==> config.mk <==
export PLATFORM = sky130hd
export DESIGN_NAME = quant_ctrl
export DESIGN_NICKNAME = d
export VERILOG_FILES = /design/src/rtl/quant_ctrl.sv
export SDC_FILE = /design/constraint.sdc
export NUM_CORES = 1
export LEC_CHECK = 0
export ABC_AREA = 1
export BUFFER_PORTS_ARGS = -buffer_cell sky130_fd_sc_hd__buf_4
export CORE_ASPECT_RATIO = 0.6
export CORE_UTILIZATION = 56
export DETAILED_ROUTE_END_ITERATION = 7
export PLACE_DENSITY = 0.83
export RECOVER_POWER = 100
export SYNTH_ARGS = -nofsm -noshare
export SYNTH_HDL_FRONTEND = slang
export SYNTH_SLANG_ARGS = --single-unit
==> constraint.sdc <==
create_clock -name clk_i -period 2.5 [get_ports clk_i]
set_clock_uncertainty 0.2 [all_clocks]
set_input_delay 0.125 -clock clk_i [delete_from_list [all_inputs] [get_ports clk_i]]
set_output_delay 0.125 -clock clk_i [all_outputs]
set_load 0.02 [all_outputs]
==> src/rtl/quant_ctrl.sv <==
// quant_ctrl: automatic gain controller for the ACO quantizer.
// Tracks the per-frame peak magnitude of the sample stream, searches for the
// smallest right-shift that keeps the frame inside signed 8 bits, and writes
// that shift to the quantizer with increase-now / decrease-after-hold policy.
// A CFG write always takes priority and can also seed or override the shift.
module quant_ctrl #(
   parameter int I_BW        = 16,
   parameter int SHIFT_BW    = 8,
   parameter int MAX_SHIFT   = 8,
   parameter int HOLD_FRAMES = 4
) (
   input  logic                   clk_i,
   input  logic                   rst_n_i,
   input  logic                   en_i,
   input  logic                   cfg_auto_i,
   input  logic [SHIFT_BW-1:0]    cfg_shift_i,
   input  logic                   cfg_wr_en_i,
   input  logic signed [I_BW-1:0] data_i,
   input  logic                   valid_i,
   input  logic                   last_i,
   output logic [SHIFT_BW-1:0]    shift_o,
   output logic                   wr_en_o,
   output logic [I_BW-2:0]        peak_o,
   output logic                   busy_o,
   output logic                   overrun_o
);

   localparam int CAND_BW = (MAX_SHIFT < 1) ? 1 : $clog2(MAX_SHIFT + 1);
   localparam int HOLD_BW = (HOLD_FRAMES < 1) ? 1 : $clog2(HOLD_FRAMES + 1);

   localparam logic [I_BW-2:0]  FIT_LIMIT = (I_BW-1)'(127);
   localparam logic [CAND_BW-1:0] CAND_MAX = CAND_BW'(MAX_SHIFT);
   localparam logic [CAND_BW-1:0] CAND_ONE = CAND_BW'(1);
   localparam logic [HOLD_BW:0]   HOLD_ONE = (HOLD_BW+1)'(1);
   localparam logic [HOLD_BW:0]   HOLD_LIM = (HOLD_BW+1)'(HOLD_FRAMES);

   typedef enum logic {
      IDLE    = 1'b0,
      COMPUTE = 1'b1
   } state_t;

   state_t               state;
   logic [CAND_BW-1:0]   cand;
   logic [I_BW-2:0]      peak_acc;
   logic [I_BW-2:0]      peak_snap;
   logic [HOLD_BW-1:0]   hold_cnt;

   logic                 accept;
   logic                 frame_end;
   logic [I_BW-2:0]      mag;
   logic [I_BW-2:0]      peak_new;
   logic                 fits;
   logic [SHIFT_BW-1:0]  target;
   logic [HOLD_BW:0]     hold_inc;

   // One's-complement magnitude, running max, candidate fit test and the
   // next hold count; all purely combinational helpers for the registers.
   always_comb begin
      accept    = en_i & valid_i;
      frame_end = accept & last_i;
      mag       = data_i[I_BW-1] ? ~data_i[I_BW-2:0] : data_i[I_BW-2:0];
      peak_new  = (mag > peak_acc) ? mag : peak_acc;
      fits      = ((peak_snap >> cand) <= FIT_LIMIT) || (cand == CAND_MAX);
      target    = SHIFT_BW'(cand);
      hold_inc  = {1'b0, hold_cnt} + HOLD_ONE;
   end

   // Peak tracking runs on every accepted beat regardless of FSM state; a
   // frame that closes while a search is still running flags overrun.
   always_ff @(posedge clk_i or negedge rst_n_i) begin
      if (!rst_n_i) begin
         peak_acc  <= '0;
         peak_o    <= '0;
         overrun_o <= 1'b0;
      end else if (accept) begin
         if (last_i) begin
            peak_acc <= '0;
            peak_o   <= peak_new;
            if (state == COMPUTE) begin
               overrun_o <= 1'b1;
            end
         end else begin
            peak_acc <= peak_new;
         end
      end
   end

   // Shift search FSM plus the write decision; a CFG write on the same edge
   // overrides whatever the auto decision produced.
   always_ff @(posedge clk_i or negedge rst_n_i) begin
      if (!rst_n_i) begin
         state     <= IDLE;
         cand      <= '0;
         peak_snap <= '0;
         shift_o   <= '0;
         wr_en_o   <= 1'b0;
         busy_o    <= 1'b0;
         hold_cnt  <= '0;
      end else begin
         wr_en_o <= 1'b0;
         unique case (state)
            IDLE: begin
               if (frame_end) begin
                  state     <= COMPUTE;
                  cand      <= '0;
                  peak_snap <= peak_new;
                  busy_o    <= 1'b1;
               end
            end
            COMPUTE: begin
               if (fits) begin
                  state  <= IDLE;
                  busy_o <= 1'b0;
                  if (cfg_auto_i) begin
                     if (target > shift_o) begin
                        shift_o  <= target;
                        wr_en_o  <= 1'b1;
                        hold_cnt <= '0;
                     end else if (target < shift_o) begin
                        if (hold_inc >= HOLD_LIM) begin
                           shift_o  <= target;
                           wr_en_o  <= 1'b1;
                           hold_cnt <= '0;
                        end else begin
                           hold_cnt <= hold_inc[HOLD_BW-1:0];
                        end
                     end else begin
                        hold_cnt <= '0;
                     end
                  end else begin
                     hold_cnt <= '0;
                  end
               end else begin
                  cand <= cand + CAND_ONE;
               end
            end
            default: begin
               state  <= IDLE;
               busy_o <= 1'b0;
            end
         endcase
         if (cfg_wr_en_i) begin
            shift_o  <= cfg_shift_i;
            wr_en_o  <= 1'b1;
            hold_cnt <= '0;
         end
      end
   end

endmodule

* After elaboration in Yosys (flattened, before gate mapping)
Cells that the tools add are included.
Word-level totals: bits of input ports 31, word-level logic and storage cells 72, output and inout port bits 26, RAM bits 0, latch bits 0, flip-flop bits (word level) 64, memory bits (read-only) 0, memories 0
Operators by class: multiplexer cells 33, multipliers 0, eq/ne operators 4, divide/modulo/power cells 0, $lt $le $gt $ge 5, reduce and logical (&&, ||, !) cells 13, shift-type cells 1, add/subtract/negate cells 2, bitwise logic cells 4
Operator list (count):
- $mux 8 | 7
- $mux 15 | 3
- $mux 3 | 7
- $gt 15x15->1 | 1
- $le 15x7->1 const B | 1
- $not 15->15 | 1
- $shr 15x4->15 | 1
- $mux 1 | 11
- $reduce_and 2->1 | 5
- $gt 4x8->1 | 1
- $lt 4x8->1 | 1
- $mux 4 | 2
- $pmux 4 s2 | 1
- $reduce_bool 2->1 | 3
- $reduce_bool 3->1 | 2
- $reduce_and 5->1 | 1
- $add 3x1->4 const B | 1
- $add 4x1->4 const B | 1
- $eq 4x4->1 const B | 1
- $ge 4x3->1 const B | 1
- $ne 2x2->1 const B | 2
- $pmux 1 s2 | 2
- $reduce_and 3->1 | 1
- $and 1x1->1 | 2
- other kinds (3) | 3

* Logic depth before layout (Yosys ltp)
word-level depth 9, gate-level depth with buffers 16, mapped depth without buffers 14

* Worst setup path before layout
Ideal clock, no wire load.
path type input -> register, from input data_i[15], to register peak_o[14], arrival 2023 ps, required time 2182 ps, slack 160 ps, buffers on the path 3, setup time 118 ps, cell stages on the path 13, cell sequence buf_2 buf_2 xnor2_1 inv_1 ha_1 nand4_2 nor3_4 nand3_4 nand2_4 buf_12 nand2_4 nand3_1 nand2_1
On the way: longest elaborated chain between the ends 3
RTL lines:
- start: declaration | RTL line 18 | input logic signed [I_BW-1:0] data_i,
- $mux 15 (*) | RTL line 61 | mag = data_i[I_BW-1] ? ~data_i[I_BW-2:0] : data_i[I_BW-2:0];
- $gt 15x15->1 | RTL line 62 | peak_new = (mag > peak_acc) ? mag : peak_acc;
- $mux 15 (*) | RTL line 62
- end signal: assignment | RTL line 78 | peak_o <= peak_new;
- end: declaration | RTL line 23 | output logic [I_BW-2:0] peak_o,
Mark *: on every way between the ends. The rest lies on a longest branch, timed or not. A chain may end at the register's enable or synchronous reset.

* Worst setup path in the final report
from input data_i[13], to register peak_o[14]
On the way: longest elaborated chain between the ends 4
RTL lines (RTL line):
- $not 15->15 | 61
- $mux 15 (*) | 61
- $gt 15x15->1 (*) | 62
- $mux 15 (*) | 62
Marks and branches as above.

==> impl_results.md <==
- Fin util: 0.757
- H-tree Lvls: 3
- Vias per cell: 5.45
- Worst path required time: 2530 ps
- Drt wl/cell: 15.0 um
- Yosys reg bits: 57
- FILL cells: 434
- DP Area: 0.00397 mm^2
- Total power: 4250 uW
- Top-Level Pins: 57
- Worst-Margin Slew: 1420 ps
- CTS clock-pin slew for the worst setup and hold paths: 60 ps
- Simple-gate area share of the yosys netlist: 0.348
- Initial Util: 0.602
- Max cap viols: 0
- Synthesized area per cell: 8.05 um^2
- DP HPWL: 5830 um
- Final setup fails: 0
- Cell Chain, Critical Path: dlygate4sd3_1, buf_4, xnor2_1, inv_1, ha_1, nand2_1, o21ai_0, nor2_1, nand2_4, buf_8, nand3_1, nand3_1, nand2_1
- Slowest cell on the critical path: dlygate4sd3_1
- Clk buf depth: 2
- Top_reg_cell synth: dfrtp_1
- Root cell of the clock tree: clkbuf_8
- Yosys Warn Count: 0
- Hold crit path type: in2reg
- Status: complete, no violations
- Fmax: 0.408 GHz
- Leak pwr: 0.00227 uW
- Num CTS Buffers: 9
- Post-synth EDFFs: 0
- DRC viols: 0
- Initial antenna violation count: 0
- Synth-to-layout area growth: 25.7%
- Power Dens Cells: 972 mW/mm^2
- Storage cell area: 0.00143 mm^2
- Final hold vios: 0
- Rows: 21
- Fraction of layout cells with a size suffix above 1: 0.167
- Largest net degree at the start of global routing: 58
- Final hold slack: 2.58 ps
- DR vias: 3278
- Syn Inst Count: 432
- Non-filler cells, final: 602
- Slew Viols, Final: 0
- Syn nets: 485
- Worst setup SP type: input port
- Worst Path Max Fanout: 14
- Area of the multi-input gates: 0.00180 mm^2
- Final period utilization: 0.981
- Total GRT Usage: 0.296
- Sink Count: 57
- TritonCTS clock tree: yes
- Count of input and output buffers: 56
- Die Height: 63.1 um
- CORE AREA: 0.00578 mm^2
- # nets final: 570
- Synth Cell Area: 0.00348 mm^2
- Critical Path AT: 2490 ps
- Ant diodes: 0
- Adder-Cell Fraction of Synth Area: 0.0791
- Ys async rst share: 1.00
- Cell family with most CP delay: buffers and inverters
- Main combinational cell family by area after synthesis: simple AND/OR/NAND/NOR gates
- Multiplexer share of the synthesized area: 0
- Synth unique cells: 28
- Pre-Repair DR Iteration Count: 4
- Slew Limit Headroom: 0.0549
- Chip width: 104 um
- Clk Latency, worst-skew pair: 350 ps
- Initial DRC Count: 205
- Placed cells: 561
- Synth Area in Compound Gates: 0.0421
- Critical path buffers and inverters: 4
- Slowest stage delay, CP: 540 ps
- Total Routed Length: 9020 um
- Die ar.: 0.00654 mm^2
- Kind of critical path: in2reg
- Capturing element type of the critical path: flip-flop
- GP Congestion: 0.812
- Grt total ovfl: 0
- Register area share after synthesis: 0.410
- Min cycle time layout: 2450 ps
- Design area: 0.00437 mm^2
- Vias in the first global route: 3197
- Maximum VDD drop: 0.548 mV
- First-pass GRT wire length: 15000 um
- Antenna-violating nets left: 0
- Synth Area in XOR/XNOR: 0.0403
==> layout by cell type (no fill, tap or decap), types with 15 or more instances in the layout <==
cell,instances
clkbuf_1,28
ha_1,22
nand3_1,58
dlygate4sd3_1,25
nor2_1,15
buf_4,34
inv_1,47
xnor2_1,15
dfrtp_1,55
nand2_1,140
==> final timing paths <==
check	cells past startpoint	to	slack [ps]	startpoint
worst max-delay path	13	peak_o[14]$_DFFE_PN0P_	50	data_i[13]
worst max register to register	8	hold_cnt[1]$_DFFE_PN0P_	120	shift_o[3]$_DFFE_PN0P_
worst min-delay path	5	peak_o[11]$_DFFE_PN0P_	3	data_i[11]
min in group asynchronous	2	peak_acc[1]$_DFFE_PN0P_	440	rst_n_i
worst min register to register	2	busy_o$_DFFE_PN0P_	270	busy_o$_DFFE_PN0P_
max in group asynchronous	2	cand[2]$_DFFE_PN0P_	710	rst_n_i
==> cells by family after synthesis <==
| family | Yosys count |
|---|---|
| and+or+nand+nor | 245 |
| buffers and inverters | 64 |
| DFF | 57 |
| AOI/OAI and AO/OA | 28 |
| adders and majority gates | 22 |
| xor gates and xnor gates | 16 |
==> worst min-delay path, cell delays in order <==
cell,delay (ps)
buf_4,80
xnor2_1,80
nand3_2,100
nand3_1,70
nand2_1,50
==> Yosys cell counts, types with 6 or more instances <==
cell,n,area [um^2]
o21ai_0,9,45.0
dfrtp_1,57,1430
ha_1,22,275
nand2_4,11,124
nand2_1,138,518
xnor2_1,16,140
nand3_1,58,290
buf_2,6,30.0
nand3_2,11,110
a21oi_1,13,65.1
nor2_1,15,56.3
inv_1,46,173
==> state kept, by name, summed over array words and instances, names as in the netlist, 3 cells and up <==
signal / cells
peak_o: 15
hold_cnt: 3
shift_o: 8
peak_acc: 15
cand: 4
peak_snap: 8
==> per-stage QoR <==
stage / setup TNS [ps] / setup slack [ps]
3_3_place_gp: 0 / 177
5_1_grt: -38.5 / -14.9
6_report: 0 / 48.1
3_5_place_dp: 0 / 53.0
2_1_floorplan: 0 / 160
4_1_cts: 0 / 36.9
==> what timing repair did <==
item | 4_1_cts | 5_1_grt
endpoints found under the setup margin | 0 | 37
setup buffers | 0 | 0
hold buffers | 25 | 0
gates resized for setup | 0 | 9
endpoints found under the hold margin | 72 | 0
==> routing by layer <==
metal | wire, um | share of wire | vias to the layer above | global-route usage
met3 | 758 | 0.084 | 19 | 0.0704
met2 | 4150 | 0.46 | 149 | 0.478
met5 | 0 | 0 | - | 0
met1 | 3950 | 0.44 | 1563 | 0.398
met4 | 155 | 0.017 | 0 | 0.0946
li1 | - | - | 1547 | -
==> layout make-up <==
type | instances | share of cell area
clock buffers | 11 | 0.0300
clock inverters | 5 | 0.0183
inverters | 50 | 0.0429
multi-input cells | 311 | 0.412
flip-flops and latches | 57 | 0.327
well taps | 80 | 0.0229
repair buffers | 88 | 0.147
==> power by group <==
group	switching (uW)	total, uW	internal, uW	leakage [uW]
sequential	222	1440	1220	0.000719
clock	389	949	560	0.0000995
combinational	1200	1860	656	0.00145
total	1820	4250	2440	0.00227
Note: power is estimated with default switching activity, not from simulation.
